**src/rtl/pcileech_ft601_emu_pkg.sv**
```systemverilog
// ---------------------------------------------------------------------------
// pcileech_ft601_emu_pkg
//   Shared types and helpers for the FT601 chip-side emulator.
//   - FT601 bus widths (data, byte enables, and the combined write-FIFO word).
//   - Pacer state enum (ACT / GAP) and the per-direction pacer record.
//   - pace_next(): one clock step of a burst/gap pacer.
//   - sat_inc16(): saturating increment for the 16-bit error counters.
// ---------------------------------------------------------------------------
package pcileech_ft601_emu_pkg;

  localparam int FT_DATA_W  = 32;
  localparam int FT_BE_W    = 4;
  localparam int FT_WR_W    = FT_DATA_W + FT_BE_W;
  localparam int PACE_CNT_W = 16;

  typedef enum logic {
    PACE_ACT = 1'b0,
    PACE_GAP = 1'b1
  } pace_state_e;

  // One pacer: the FSM state, transfers seen in the current burst, and the
  // remaining forced-idle cycles while in GAP.
  typedef struct packed {
    pace_state_e             state;
    logic [PACE_CNT_W-1:0]   burst_cnt;
    logic [PACE_CNT_W-1:0]   gap_cnt;
  } pace_t;

  localparam pace_t PACE_RESET = '{state: PACE_ACT, burst_cnt: '0, gap_cnt: '0};

  // Next pacer value given whether a transfer happens on this edge.
  // burst == 0 disables pacing entirely. A burst that completes with gap == 0
  // simply restarts counting instead of entering a zero-length GAP.
  function automatic pace_t pace_next(
    input pace_t                 cur,
    input logic                  xfer,
    input logic [PACE_CNT_W-1:0] burst,
    input logic [PACE_CNT_W-1:0] gap
  );
    pace_t nxt;
    nxt = cur;
    case (cur.state)
      PACE_ACT: begin
        if (xfer && (burst != '0)) begin
          nxt.burst_cnt = cur.burst_cnt + 1'b1;
          if (nxt.burst_cnt == burst) begin
            if (gap == '0) begin
              nxt.burst_cnt = '0;
            end else begin
              nxt.state   = PACE_GAP;
              nxt.gap_cnt = gap;
            end
          end
        end
      end
      PACE_GAP: begin
        nxt.gap_cnt = cur.gap_cnt - 1'b1;
        if (nxt.gap_cnt == '0) begin
          nxt.state     = PACE_ACT;
          nxt.burst_cnt = '0;
        end
      end
      default: nxt = PACE_RESET;
    endcase
    return nxt;
  endfunction

  function automatic logic [15:0] sat_inc16(input logic [15:0] val, input logic en);
    return (en && (val != 16'hFFFF)) ? val + 16'd1 : val;
  endfunction

endpackage

```
**src/rtl/pcileech_ft601_emu_fifo.sv**
```systemverilog
// ---------------------------------------------------------------------------
// pcileech_ft601_emu_fifo
//   Synchronous first-word-fall-through FIFO with a registered head word.
//   The head register always holds the oldest entry (or zero when empty), so
//   consumers see data in the same cycle the count becomes non-zero.
//   A pop and a push on the same edge are both honoured: a full FIFO still
//   accepts a push that coincides with a pop.
//
//   Ports
//     i_clk        clock
//     i_flush      synchronous clear of pointers, count and head
//     i_push       push request; ignored when full unless popping too
//     i_data       word to push
//     i_pop        pop request; ignored when empty
//     o_head       oldest word (zero while empty)
//     o_count      current occupancy
//     o_count_nxt  occupancy after this edge (for look-ahead flags)
// ---------------------------------------------------------------------------
module pcileech_ft601_emu_fifo #(
  parameter int WIDTH      = 32,
  parameter int DEPTH_LOG2 = 4
) (
  input  logic                  i_clk,
  input  logic                  i_flush,
  input  logic                  i_push,
  input  logic [WIDTH-1:0]      i_data,
  input  logic                  i_pop,
  output logic [WIDTH-1:0]      o_head,
  output logic [DEPTH_LOG2:0]   o_count,
  output logic [DEPTH_LOG2:0]   o_count_nxt
);

  localparam int                DEPTH    = 1 << DEPTH_LOG2;
  localparam logic [DEPTH_LOG2:0] FULL_CNT = (DEPTH_LOG2 + 1)'(DEPTH);

  logic [WIDTH-1:0]       r_mem [DEPTH];
  logic [DEPTH_LOG2-1:0]  r_wr_ptr;
  logic [DEPTH_LOG2-1:0]  r_rd_ptr;
  logic [DEPTH_LOG2:0]    r_count;
  logic [WIDTH-1:0]       r_head;

  logic                   w_pop;
  logic                   w_push;
  logic [DEPTH_LOG2-1:0]  w_rd_ptr_nxt;
  logic [DEPTH_LOG2:0]    w_count_after_pop;
  logic [DEPTH_LOG2:0]    w_count_nxt;

  assign w_pop             = i_pop && (r_count != '0);
  assign w_push            = i_push && ((r_count != FULL_CNT) || w_pop);
  assign w_rd_ptr_nxt      = r_rd_ptr + DEPTH_LOG2'(w_pop);
  assign w_count_after_pop = r_count - (DEPTH_LOG2 + 1)'(w_pop);
  assign w_count_nxt       = w_count_after_pop + (DEPTH_LOG2 + 1)'(w_push);

  // NOTE: the storage array is deliberately not reset; validity is tracked by
  // the pointers and count alone, which keeps the array mappable to RAM.
  always_ff @(posedge i_clk) begin
    if (w_push) begin
      r_mem[r_wr_ptr] <= i_data;
    end
  end

  // NOTE: sequential state uses non-blocking assignments so every register
  // samples pre-edge values regardless of statement order.
  always_ff @(posedge i_clk) begin
    if (i_flush) begin
      r_wr_ptr <= '0;
      r_rd_ptr <= '0;
      r_count  <= '0;
      r_head   <= '0;
    end else begin
      if (w_push) begin
        r_wr_ptr <= r_wr_ptr + 1'b1;
      end
      r_rd_ptr <= w_rd_ptr_nxt;
      r_count  <= w_count_nxt;
      // Head selection: empty -> zero; the only surviving word is the one
      // arriving now -> bypass it; otherwise read the next stored entry.
      if (w_count_nxt == '0) begin
        r_head <= '0;
      end else if (w_count_after_pop == '0) begin
        r_head <= i_data;
      end else begin
        r_head <= r_mem[w_rd_ptr_nxt];
      end
    end
  end

  assign o_head      = r_head;
  assign o_count     = r_count;
  assign o_count_nxt = w_count_nxt;

endmodule

```
**src/rtl/pcileech_ft601_emu.sv**
```systemverilog
// ---------------------------------------------------------------------------
// pcileech_ft601_emu
//   Chip-side model of the FT601 245-synchronous FIFO bus. It answers the
//   FPGA master's pins so the FT601 path can run board-less (loopback or
//   simulation). Host stream ports stand in for the USB host:
//     host_tx_* -> RD FIFO -> ft601_data_o  (FPGA reads)
//     ft601_data_i/be -> WR FIFO -> host_rx_*  (FPGA writes)
//   Burst/gap pacers per direction force rxf_n/txe_n high periodically to
//   exercise the master's back-pressure handling.
//
//   Ports
//     clk, rst               bus clock; synchronous active-high reset
//     ft601_rst_n            chip reset from FPGA, low flushes like rst
//     ft601_data_i/o/oe      bus data in, data out, chip-drives-bus enable
//     ft601_be               byte enables captured with each write
//     ft601_rxf_n/txe_n      chip status flags (low = word ready / space)
//     ft601_wr_n/rd_n/oe_n   FPGA strobes
//     ft601_siwu_n           unused tie-off
//     host_tx_*              host push stream toward the FPGA
//     host_rx_*              host pop stream of FPGA-written words
//     err_ovr_cnt            writes attempted while txe_n=1 (saturating)
//     err_udr_cnt            reads attempted while rxf_n=1 (saturating)
// ---------------------------------------------------------------------------
module pcileech_ft601_emu
  import pcileech_ft601_emu_pkg::*;
#(
  parameter int PARAM_DEPTH_LOG2 = 4,
  parameter int PARAM_TXE_BURST  = 0,
  parameter int PARAM_TXE_GAP    = 2,
  parameter int PARAM_RXF_BURST  = 0,
  parameter int PARAM_RXF_GAP    = 2
) (
  input  logic                 clk,
  input  logic                 rst,
  input  logic                 ft601_rst_n,
  input  logic [FT_DATA_W-1:0] ft601_data_i,
  output logic [FT_DATA_W-1:0] ft601_data_o,
  output logic                 ft601_data_oe,
  input  logic [FT_BE_W-1:0]   ft601_be,
  output logic                 ft601_rxf_n,
  output logic                 ft601_txe_n,
  input  logic                 ft601_wr_n,
  input  logic                 ft601_rd_n,
  input  logic                 ft601_oe_n,
  input  logic                 ft601_siwu_n,
  input  logic [FT_DATA_W-1:0] host_tx_data,
  input  logic                 host_tx_valid,
  output logic                 host_tx_ready,
  output logic [FT_DATA_W-1:0] host_rx_data,
  output logic [FT_BE_W-1:0]   host_rx_be,
  output logic                 host_rx_valid,
  input  logic                 host_rx_ready,
  output logic [15:0]          err_ovr_cnt,
  output logic [15:0]          err_udr_cnt
);

  localparam logic [PARAM_DEPTH_LOG2:0] FULL_CNT =
    (PARAM_DEPTH_LOG2 + 1)'(1 << PARAM_DEPTH_LOG2);
  localparam logic [PACE_CNT_W-1:0] TXE_BURST = PACE_CNT_W'(PARAM_TXE_BURST);
  localparam logic [PACE_CNT_W-1:0] TXE_GAP   = PACE_CNT_W'(PARAM_TXE_GAP);
  localparam logic [PACE_CNT_W-1:0] RXF_BURST = PACE_CNT_W'(PARAM_RXF_BURST);
  localparam logic [PACE_CNT_W-1:0] RXF_GAP   = PACE_CNT_W'(PARAM_RXF_GAP);

  // Registered outputs and pacer state.
  logic        r_data_oe;
  logic        r_rxf_n;
  logic        r_txe_n;
  logic        r_host_tx_ready;
  logic        r_host_rx_valid;
  logic [15:0] r_err_ovr;
  logic [15:0] r_err_udr;
  pace_t       r_rxf_pace;
  pace_t       r_txe_pace;

  logic                      w_flush;
  logic                      w_rd_pop;
  logic                      w_wr_push;
  logic                      w_rd_udr;
  logic                      w_wr_ovr;
  logic [FT_DATA_W-1:0]      w_rd_head;
  logic [FT_WR_W-1:0]        w_wr_head;
  logic [PARAM_DEPTH_LOG2:0] w_rd_cnt;
  logic [PARAM_DEPTH_LOG2:0] w_rd_cnt_nxt;
  logic [PARAM_DEPTH_LOG2:0] w_wr_cnt;
  logic [PARAM_DEPTH_LOG2:0] w_wr_cnt_nxt;
  pace_t                     w_rxf_pace_nxt;
  pace_t                     w_txe_pace_nxt;
  logic                      w_unused;

  assign w_flush = rst || !ft601_rst_n;

  // Transfers are qualified by the registered flags the FPGA actually saw;
  // strobes against a raised flag are dropped and only counted as errors.
  assign w_rd_pop  = !ft601_oe_n && !ft601_rd_n && !r_rxf_n;
  assign w_wr_push = !ft601_wr_n && !r_txe_n;
  assign w_rd_udr  = !ft601_rd_n && r_rxf_n;
  assign w_wr_ovr  = !ft601_wr_n && r_txe_n;

  // RD FIFO: host -> FPGA.
  pcileech_ft601_emu_fifo #(
    .WIDTH      (FT_DATA_W),
    .DEPTH_LOG2 (PARAM_DEPTH_LOG2)
  ) u_rd_fifo (
    .i_clk       (clk),
    .i_flush     (w_flush),
    .i_push      (host_tx_valid),
    .i_data      (host_tx_data),
    .i_pop       (w_rd_pop),
    .o_head      (w_rd_head),
    .o_count     (w_rd_cnt),
    .o_count_nxt (w_rd_cnt_nxt)
  );

  // WR FIFO: FPGA -> host, byte enables travel with their word.
  pcileech_ft601_emu_fifo #(
    .WIDTH      (FT_WR_W),
    .DEPTH_LOG2 (PARAM_DEPTH_LOG2)
  ) u_wr_fifo (
    .i_clk       (clk),
    .i_flush     (w_flush),
    .i_push      (w_wr_push),
    .i_data      ({ft601_be, ft601_data_i}),
    .i_pop       (host_rx_ready),
    .o_head      (w_wr_head),
    .o_count     (w_wr_cnt),
    .o_count_nxt (w_wr_cnt_nxt)
  );

  // NOTE: always_comb writes every output on every pass, so no latch can be
  // inferred for the pacer look-ahead values.
  always_comb begin
    w_rxf_pace_nxt = pace_next(r_rxf_pace, w_rd_pop,  RXF_BURST, RXF_GAP);
    w_txe_pace_nxt = pace_next(r_txe_pace, w_wr_push, TXE_BURST, TXE_GAP);
  end

  // Flags are derived from post-edge occupancy and pacer state, so they are
  // already correct on the edge that performs the last permitted transfer.
  always_ff @(posedge clk) begin
    if (w_flush) begin
      r_data_oe       <= 1'b0;
      r_rxf_n         <= 1'b1;
      r_txe_n         <= 1'b1;
      r_host_tx_ready <= 1'b1;
      r_host_rx_valid <= 1'b0;
      r_err_ovr       <= '0;
      r_err_udr       <= '0;
      r_rxf_pace      <= PACE_RESET;
      r_txe_pace      <= PACE_RESET;
    end else begin
      r_data_oe       <= !ft601_oe_n;
      r_rxf_pace      <= w_rxf_pace_nxt;
      r_txe_pace      <= w_txe_pace_nxt;
      r_rxf_n         <= (w_rd_cnt_nxt == '0) || (w_rxf_pace_nxt.state == PACE_GAP);
      r_txe_n         <= (w_wr_cnt_nxt == FULL_CNT) || (w_txe_pace_nxt.state == PACE_GAP);
      r_host_tx_ready <= (w_rd_cnt_nxt != FULL_CNT);
      r_host_rx_valid <= (w_wr_cnt_nxt != '0);
      r_err_ovr       <= sat_inc16(r_err_ovr, w_wr_ovr);
      r_err_udr       <= sat_inc16(r_err_udr, w_rd_udr);
    end
  end

  assign ft601_data_o  = w_rd_head;
  assign ft601_data_oe = r_data_oe;
  assign ft601_rxf_n   = r_rxf_n;
  assign ft601_txe_n   = r_txe_n;
  assign host_tx_ready = r_host_tx_ready;
  assign host_rx_data  = w_wr_head[FT_DATA_W-1:0];
  assign host_rx_be    = w_wr_head[FT_WR_W-1:FT_DATA_W];
  assign host_rx_valid = r_host_rx_valid;
  assign err_ovr_cnt   = r_err_ovr;
  assign err_udr_cnt   = r_err_udr;

  // Wake-up pin and current occupancies are not needed by this model.
  assign w_unused = ^{ft601_siwu_n, w_rd_cnt, w_wr_cnt};

endmodule

```
**config.mk**
```make
export PLATFORM = sky130hd
export DESIGN_NAME = pcileech_ft601_emu
export DESIGN_NICKNAME = d
export VERILOG_FILES = /design/src/rtl/pcileech_ft601_emu_pkg.sv /design/src/rtl/pcileech_ft601_emu_fifo.sv /design/src/rtl/pcileech_ft601_emu.sv
export SDC_FILE = /design/constraint.sdc
export NUM_CORES = 1
export LEC_CHECK = 0
export BUFFER_PORTS_ARGS = -buffer_cell sky130_fd_sc_hd__clkbuf_2
export CORE_ASPECT_RATIO = 2
export CORE_MARGIN = 2
export CORE_UTILIZATION = 55
export DETAILED_ROUTE_END_ITERATION = 12
export PLACE_DENSITY = 0.81
export SLEW_MARGIN = 40
export SYNTH_ARGS = -nofsm -noshare
export SYNTH_HDL_FRONTEND = slang
export SYNTH_SLANG_ARGS = --single-unit
export TNS_END_PERCENT = 50
```
**constraint.sdc**
```tcl
create_clock -name clk -period 13.18 [get_ports clk]
set_clock_uncertainty 0.15 [all_clocks]
set_input_delay 1.977 -clock clk [delete_from_list [all_inputs] [get_ports clk]]
set_output_delay 1.977 -clock clk [all_outputs]
set_load 0.01 [all_outputs]
```
==> results of run 1 <==
## logic make-up (layout without fill, tap and decap cells)
family	after synthesis	in the layout	synth area share
AOI/OAI and AO/OA	325	325	0.0464
and+or+nand+nor	381	381	0.0387
DFF	1253	1253	0.751
adders and majority gates	26	26	0.00679
other	0	2	0
buffers and inverters	156	460	0.0143
muxes	275	275	0.128
xor gates and xnor gates	80	80	0.0146
## per-stage QoR
stage	power [uW]	worst slack [ps]	hold slack (ps)	utilization
after global placement	4940	6120	346	0.582
after detailed placement	4960	6530	361	0.583
after CTS	8070	7190	372	0.623
final	8040	7710	375	0.624
after global routing	8250	7540	403	0.624
after floorplan	4760	7320	329	-
## state kept, by name (all words and copies together), names as in the netlist
name,flops
u_wr_fifo.r_mem,576
host_rx_valid,1
err_udr_cnt,16
u_rd_fifo.r_wr_ptr,4
host_tx_ready,1
u_rd_fifo.o_count,5
u_wr_fifo.o_head,36
u_rd_fifo.o_head,32
err_ovr_cnt,16
r_rxf_pace,17
u_wr_fifo.r_wr_ptr,4
ft601_rxf_n,1
ft601_txe_n,1
r_txe_pace,17
u_wr_fifo.r_rd_ptr,4
ft601_data_oe,1
u_wr_fifo.o_count,5
u_rd_fifo.r_rd_ptr,4
u_rd_fifo.r_mem,512
## worst reg2reg max path, delay by kind of cell, from the launching register on
| kind | cells | cell delay, ps |
|---|---|---|
| flops | 1 | 360 |
| buf+inv | 3 | 1640 |
| fa+ha+maj | 2 | 750 |
| mux | 1 | 360 |
| compound gates | 4 | 830 |
| simple gates | 1 | 500 |
## routing by layer
metal	wire length (um)	up-vias	GRT usage
met5	32	-	0
met4	5930	6	0.138
met3	10400	377	0.0482
met2	59800	1781	0.447
met1	37300	13028	0.298
li1	-	10480	-
## area by class of cell
cell class                 count  area share
sequential                  1253       0.665
multi-input combinational   1087       0.215
clock buffer                 130      0.0501
timing repair buffer         240      0.0272
tap                         1162      0.0269
clock inverter                63      0.0144
inverter                      27     0.00187
antenna                        2   0.0000925
## where the power goes
part | switching (uW) | total, uW | internal (uW)
Sequential | 18.1 | 4360 | 4350
Clock | 1420 | 3160 | 1740
Combinational | 321 | 519 | 197
Total | 1760 | 8040 | 6280
## cell usage after synthesis (6+ instances only)
master / count / area, sq um
nand3_1: 17 / 85.1
edfxtp_1: 1088 / 32700
buf_2: 40 / 200
nand3b_1: 8 / 60.1
nor2_1: 130 / 488
a22o_1: 137 / 1200
o21ai_0: 77 / 385
nor3b_1: 8 / 60.1
xnor2_1: 39 / 342
a21oi_1: 87 / 435
inv_1: 27 / 101
nand2b_1: 9 / 56.3
xor2_1: 41 / 359
nand2_1: 105 / 394
mux4_2: 272 / 6130
dfxtp_1: 165 / 3300
nand4_1: 19 / 119
and2_1: 14 / 87.6
ha_1: 26 / 325
or3_1: 6 / 37.5
nor4_1: 8 / 50.1
clkbuf_1: 81 / 304
nor3_1: 28 / 140
## cell usage in the layout, fill, tap and decap left out, types with 10 or more instances in the layout
| cell type | n |
|---|---|
| a21oi_1 | 86 |
| clkinv_1 | 10 |
| clkbuf_1 | 24 |
| edfxtp_1 | 1088 |
| nand4_1 | 19 |
| nand2_1 | 105 |
| xor2_1 | 41 |
| bufinv_16 | 13 |
| ha_1 | 22 |
| inv_1 | 27 |
| clkinv_2 | 20 |
| nor3_1 | 20 |
| nand3_1 | 17 |
| mux4_2 | 272 |
| clkbuf_16 | 103 |
| dfxtp_1 | 165 |
| nor2_1 | 98 |
| a22o_1 | 137 |
| o21ai_0 | 77 |
| and2_1 | 14 |
| nor2_4 | 28 |
| xnor2_1 | 39 |
| clkbuf_2 | 180 |
| buf_4 | 51 |
## worst paths after layout
check | slack (ps) | from | end | cells past startpoint
worst min-delay path | 380 | r_rxf_pace[3]$_SDFFE_PP0P_ | r_rxf_pace[3]$_SDFFE_PP0P_ | 2
worst max register to register | 8500 | u_wr_fifo.o_count[2]$_SDFF_PP0_ | u_wr_fifo.o_head[16]$_SDFF_PP0_ | 11
worst min register to register | 380 | r_rxf_pace[3]$_SDFFE_PP0P_ | r_rxf_pace[3]$_SDFFE_PP0P_ | 2
worst max-delay path | 7710 | ft601_rd_n | u_rd_fifo.o_head[4]$_SDFF_PP0_ | 11
==> metrics.txt, run 1 <==
status=finished clean; crit path kind=in -> reg; synth warn=0; TritonCTS buffer count=102; TritonRoute pass-1 iters=6; #FFs+latches synth=1253; # resized after CTS=0; RSZ-0062 raised after global routing=no; Crit-path slowest cell=a2111oi_1; worst skew pair latency=720 ps; Syn Inst Count=2496; # DRC=0; crit share post-route=0.415; GR Util All Layers=0.256; Worst VDD drop=0.183 mV; CTS max path bufs=3; crit path capture type=register; Min-Delay Path Class=reg -> reg; # Max-Cap Violations=0; IO Pins=182; Buf+Inv Stages, Crit Path=4; 1st-iter DRT viols=3144; critical path's top delay family=buffers and inverters; TNS Setup=0 ps; Die H=421 um; Placer Congestion=0.751; Max-slew headroom=0.440; Setup violations, final=0; LEAKAGE=0.0172 uW; final hold vios=0; DP HPWL=59600 um; Slew Limit Fails=0; placed inst area=0.0505 sq mm; register area share after synthesis=0.751; final cell count without fillers=3964; Die X=213 um; IO Port Bufs=180; layout cell share with drive strength beyond 1=0.262; critical path launch point type=input pin; Setup Buffers After CTS=0; Initial Util=0.553; number of global-route vias before repair=26757; Fmax=0.183 GHz; register area=0.0360 sq mm; FILL cells=5618; syn_nets=2599; design area=0.0541 sq mm; CTS clk-pin slew, worst paths=70 ps; Worst Path Required=13590 ps; slowest cell delay on critical path=740 ps; area of the core=0.0867 sq mm; PwrDens=149 mW/mm^2; clock tree root driver cell=clkbuf_16; Die ar.=0.0897 sq mm; Synth Cell Area=0.0479 sq mm; nets=2814; Avg Inst Size Synth=19.2 sq um; pin count of the biggest net entering global routing=87; wirelength, routed=113000 um; GR Overflow Total=0; Layout area overhead=12.9%; first-pass GRT wire length=167000 um; multi-input combinational cell area=0.0116 sq mm; post-synth cell types=61; clk sinks=1253; via count=25672; Core Rows=153; Worst-Margin Slew=840 ps; CTS tree=done; critical path arrival=5880 ps; CP max FO=53; Post-synth ARST share=0; Post-synth EDFFs=1088; Post-synth top flop=edfxtp_1; fin crit period=5470 ps; hold_buf cts=0; Final ANT Viol Nets=0; H-Tree Depth=3; initial antenna violation count=5; dpl cells=3765; drt wl/cell=28.6 um; Avg Vias per Cell=6.48; cells along the critical path=clkbuf_2 > a2111oi_1 > ha_4 > ha_4 > buf_4 > buf_12 > buf_4 > mux4_2 > a22o_1 > o21ai_0 > a21oi_1
Power figures use the tool's default switching activity.
==> run 2: changes to the inputs <==
--- a/config.mk
+++ b/config.mk
@@ -10,7 +10,7 @@
 export CORE_MARGIN = 2
 export CORE_UTILIZATION = 55
 export DETAILED_ROUTE_END_ITERATION = 12
-export PLACE_DENSITY = 0.81
+export PLACE_DENSITY = 0.84
 export SLEW_MARGIN = 40
 export SYNTH_ARGS = -nofsm -noshare
 export SYNTH_HDL_FRONTEND = slang
==> constraint.sdc (replaced) <==
create_clock -name clk -period 4.95 [get_ports clk]
set_clock_uncertainty 0.15 [all_clocks]
set_input_delay 0.7425 -clock clk [delete_from_list [all_inputs] [get_ports clk]]
set_output_delay 0.7425 -clock clk [all_outputs]
set_load 0.01 [all_outputs]
==> run 2 against run 1 <==
Effect of this change:
- clock power rose to 2.6 times the previous value
- die area is the same
- power grew to 2.7 times the previous value
- sequential share of layout area down 0.31 points
- count of clock-buffer cells in the layout shrank 4
- via count grew 0.53%
- setup slack worse by 6600 ps
- first-iteration DRC count fell by 0.29%
- combinational power grew to 2.8 times the previous value
- cell count grew 0.83%
- routed wire length up 2.7%
- flip-flop and latch count unchanged
- critical path type is now reg -> reg
- critical endpoint is now u_wr_fifo.o_head[13]$_SDFF_PP0_
- highest routed layer is now met4
==> metrics.txt, run 2 (synthesis results as in run 1) <==
final hold vios=0; CP max FO=37; H-Tree Depth=3; nets=2848; Setup violations, final=0; layout cell share with drive strength beyond 1=0.270; commonest non-fill, non-tap cell in the layout=edfxtp_1; Avg Vias per Cell=6.46; Max-slew headroom=0.437; multi-input combinational cell area=0.0116 sq mm; pin count of the biggest net entering global routing=54; Die X=213 um; Die H=421 um; Layout area overhead=13.4%; CTS max path bufs=3; Initial Util=0.553; hold_buf cts=0; clk sinks=1253; register area=0.0360 sq mm; cells along the critical path=nor4_1 > a21oi_1 > ha_1 > ha_1 > inv_1 > ha_1 > nor4b_1 > a22oi_1 > a21oi_4 > buf_4 > a21oi_1; GR Util All Layers=0.265; Crit-path slowest cell=buf_4; CTS tree=done; # resized after CTS=0; Core Rows=153; Worst Path Required=5350 ps; GR Overflow Total=0; largest reg by FF count=u_wr_fifo.r_mem; PwrDens=392 mW/mm^2; CTS clk-pin slew, worst paths=70 ps; Layout Utilization=0.627; Worst-Margin Slew=842 ps; slowest cell delay on critical path=530 ps; 1st-iter DRT viols=3135; max reg flops=576; RSZ-0062 raised after global routing=no; area of the core=0.0867 sq mm; Final ANT Viol Nets=0; IO Port Bufs=180; Placer Congestion=0.825; clock tree root driver cell=clkbuf_16; critical path arrival=4280 ps; cell mode on critical path=ha_1; Slew Limit Fails=0; crit share post-route=0.785; Fmax=0.257 GHz; fin crit period=3890 ps; number of global-route vias before repair=27264; dpl cells=3801; # DRC=0; IO Pins=182; most frequent cells in the layout=1088 x edfxtp_1, 272 x mux4_2, 180 x clkbuf_2; worst skew pair latency=720 ps; # Max-Cap Violations=0; Setup Buffers After CTS=0; TNS Setup=0 ps; initial antenna violation count=3; first-pass GRT wire length=173000 um; crit path capture type=register; status=finished clean; Min-Delay Path Class=in -> reg; TritonRoute pass-1 iters=6; via count=25809; FILL cells=5617; LEAKAGE=0.0173 uW; critical path launch point type=register; drt wl/cell=29.2 um; crit path kind=reg -> reg; TritonCTS buffer count=102; DP HPWL=66400 um; Worst VDD drop=0.356 mV; Die ar.=0.0897 sq mm; wirelength, routed=117000 um; final cell count without fillers=3997
==> run 2: changes by cell type in the layout (fill, tap and decap cells not counted), sizes merged <==
| cell | previous run | this run |
|---|---|---|
| buf | 60 | 94 |
| clkbuf | 310 | 306 |
| clkinv | 38 | 41 |
| bufinv | 13 | 9 |
| clkinvlp | 6 | 10 |
==> run 2: final timing paths <==
| path | cells after the start | to | start | slack, ps |
|---|---|---|---|---|
| worst max-delay path | 11 | u_wr_fifo.o_head[13]$_SDFF_PP0_ | u_wr_fifo.o_count[2]$_SDFF_PP0_ | 1060 |
| worst min-delay path | 2 | ft601_data_oe$_SDFF_PP0_ | ft601_oe_n | 180 |
| worst max register to register | 11 | u_wr_fifo.o_head[13]$_SDFF_PP0_ | u_wr_fifo.o_count[2]$_SDFF_PP0_ | 1060 |
| worst min register to register | 2 | r_rxf_pace[3]$_SDFFE_PP0P_ | r_rxf_pace[3]$_SDFFE_PP0P_ | 370 |
==> run 2: critical path: cells and delay by family (launching register included) <==
family / cells / cell delay [ps]
AOI/OAI and AO/OA: 4 / 830
buffers and inverters: 2 / 590
DFF: 1 / 360
and+or+nand+nor: 2 / 840
adders and majority gates: 3 / 900
==> run 2: power breakdown <==
group          switching [uW]  total (uW)  internal [uW]
sequential               49.8       11600          11600
combinational             907        1450            541
clock                    3800        8240           4450
total                    4750       21300          16600
==> run 2: per-stage QoR <==
stage / hold WS (ps) / instance area (sq um) / setup WS, ps / power, uW
floorplan: 329 / 47900 / 329 / 12700
global placement: 334 / 50800 / 1050 / 13200
detailed placement: 364 / 50900 / 835 / 13300
CTS: 116 / 54300 / 1090 / 21400
global route: 180 / 54400 / 845 / 21800
finish: 175 / 54400 / 1060 / 21300
==> run 2: final cells by class <==
cell class	count	area share
repair buffers	274	0.0333
clock inverters	66	0.0126
inverters	27	0.00186
clock buffers	126	0.0501
well taps	1162	0.0267
flip-flops and latches	1253	0.662
multi-input cells	1087	0.213
diodes	2	0.0000921
==> run 2: routing by layer <==
metal  track usage  up-vias  part of all wire
li1              -    10578                 -
met1         0.297    13137              0.32
met2         0.472     1723              0.54
met3        0.0493      371             0.085
met4         0.142        0             0.050
met5             0        -                 0
==> run 3: changes to the inputs <==
--- a/config.mk
+++ b/config.mk
@@ -10,7 +10,7 @@
 export CORE_MARGIN = 2
 export CORE_UTILIZATION = 55
 export DETAILED_ROUTE_END_ITERATION = 12
-export PLACE_DENSITY = 0.84
+export PLACE_DENSITY = 0.81
 export SLEW_MARGIN = 40
 export SYNTH_ARGS = -nofsm -noshare
 export SYNTH_HDL_FRONTEND = slang
==> constraint.sdc (replaced) <==
create_clock -name clk -period 3.7 [get_ports clk]
set_clock_uncertainty 0.15 [all_clocks]
set_input_delay 0.555 -clock clk [delete_from_list [all_inputs] [get_ports clk]]
set_output_delay 0.555 -clock clk [all_outputs]
set_load 0.01 [all_outputs]
==> run 3 against run 2 <==
Effect of this change:
- register-to-register slack lost 830 ps
- power rose by 35%
- combinational power is 38% higher
- die area unchanged
- sequential power rose by 34%
- cell count grew 0.13%
- cell area grew 1.3%
- flip-flop and latch count unchanged
- critical path depth decreased by 1
- count of clock-buffer cells in the layout rose by 7
- critical endpoint is now u_rd_fifo.o_head[7]$_SDFF_PP0_
- largest power group unchanged
==> metrics.txt, run 3 (synthesis results as in run 1) <==
layout cell share with drive strength beyond 1=0.272; Clock Power Share=0.391; critical path launch point type=register; LEAKAGE=0.0175 uW; commonest non-fill, non-tap cell in the layout=edfxtp_1; final cell count without fillers=4002; area of the core=0.0867 sq mm; clock tree root driver cell=clkbuf_16; TritonRoute pass-1 iters=6; TritonCTS buffer count=102; worst skew pair latency=720 ps; final hold vios=0; RSZ-0062 raised after global routing=no; GR Overflow Total=0; Avg Vias per Cell=6.48; crit share post-route=0.937; max reg flops=576; crit path kind=reg -> reg; Power Total=28800 uW; fin crit period=3470 ps; number of global-route vias before repair=27245; pin count of the biggest net entering global routing=62; Min-Delay Path Class=in -> reg; CTS max path bufs=3; Worst Path Required=4140 ps; Fmax=0.288 GHz; Die X=213 um; Sw Pwr=6310 uW; 1st-iter DRT viols=2776; status=finished clean; most frequent cells in the layout=1088 x edfxtp_1, 272 x mux4_2, 180 x clkbuf_2; critical path arrival=3900 ps; CTS tree=done; Placement Setup Slack=141 ps; Worst-Margin Slew=738 ps; Power Internal=22500 uW; Logic pwr share=0.069; FILL cells=5449; Flop pwr share=0.540; PwrDens=523 mW/mm^2; Setup Buffers After CTS=0; nets=2853; Layout Utilization=0.635; clk sinks=1253; drt wl/cell=29.0 um; Crit-path slowest cell=ha_4; Slew Limit Fails=0; DP HPWL=63100 um; first-pass GRT wire length=171000 um; H-Tree Depth=3; Layout area overhead=14.9%; sw frac=0.219; Antenna Cells=0; fin worst setup slack=233 ps; Setup violations, final=0; via count=25916; cells along the critical path=nor4_1 > a2111oi_0 > buf_4 > ha_4 > ha_4 > buf_4 > mux4_2 > a22o_1 > o21ai_0 > a21oi_1; CP max FO=19; Final ANT Viol Nets=0; largest reg by FF count=u_wr_fifo.r_mem; Worst VDD drop=0.572 mV; Core Rows=153; Buf+Inv Stages, Crit Path=2; IO Pins=182; # Max-Cap Violations=0; critical path's top delay family=compound AO/OA/AOI/OAI gates; Die H=421 um; IO Port Bufs=180; wirelength, routed=116000 um; initial antenna violation count=5; Initial Util=0.553; Placer Congestion=0.786; GR Util All Layers=0.262; Die ar.=0.0897 sq mm; # DRC=0; crit path capture type=register; CTS clk-pin slew, worst paths=70 ps; dpl cells=3807; slowest cell delay on critical path=590 ps; Max-slew headroom=0.506
[run 3: power by group through the flow]
| stage | combinational [uW] | clock (uW) | sequential [uW] |
|---|---|---|---|
| floorplan | 1090 | 0 | 15900 |
| global placement | 1880 | 0 | 15800 |
| detailed placement | 1950 | 0 | 15900 |
| CTS | 2000 | 11400 | 15500 |
| global route | 2130 | 11800 | 15500 |
| finish | 2000 | 11200 | 15500 |
[run 3: worst reg2reg max path, cell delays in order, from the launching register on]
cell and delay (ps):
dfxtp_1 320, nor4_1 350, a2111oi_0 170, buf_4 180, ha_4 170, ha_4 590
buf_4 380, mux4_2 350, a22o_1 260, o21ai_0 280, a21oi_1 140
[run 3: stage by stage]
step / TNS (ps) / area [sq um] / hold slack [ps]
CTS: 0 / 55000 / 53.5
global route: 0 / 55000 / 126
floorplan: -66940 / 47900 / 329
global placement: 0 / 51400 / 339
detailed placement: 0 / 51500 / 364
finish: 0 / 55000 / 89.1
[run 3: area by class of cell]
type | count | area, sq um | area share
Clock inverter | 61 | 713 | 0.0130
Multi-Input combinational cell | 1087 | 11700 | 0.212
Timing Repair Buffer | 279 | 2370 | 0.0430
Clock buffer | 133 | 2770 | 0.0504
Tap cell | 1162 | 1450 | 0.0264
Sequential cell | 1253 | 36000 | 0.654
Inverter | 27 | 101 | 0.00184
[run 3: what timing repair did]
action                                  in CTS  in global routing
hold buffers                                 1                  0
gates resized for setup                      0                  1
endpoints found under the hold margin        1                  0
endpoints found under the setup margin       0                  7
[run 3: path summary, 6_finish.rpt]
path	start	slack (ps)	depth (start not counted)	endpoint
max	u_rd_fifo.o_count[0]$_SDFF_PP0_	230	10	u_rd_fifo.o_head[7]$_SDFF_PP0_
min reg2reg	r_rxf_pace[3]$_SDFFE_PP0P_	390	2	r_rxf_pace[3]$_SDFFE_PP0P_
min	host_tx_data[15]	90	1	u_rd_fifo.r_mem[13][15]$_DFFE_PP_
max reg2reg	u_rd_fifo.o_count[0]$_SDFF_PP0_	230	10	u_rd_fifo.o_head[7]$_SDFF_PP0_
[run 3: routing by layer]
layer,vias up,GRT usage,routed length [um]
li1,10597,-,-
met1,13187,0.293,37400
met2,1730,0.473,62600
met3,396,0.0478,10300
met4,6,0.134,5550
met5,-,0,38
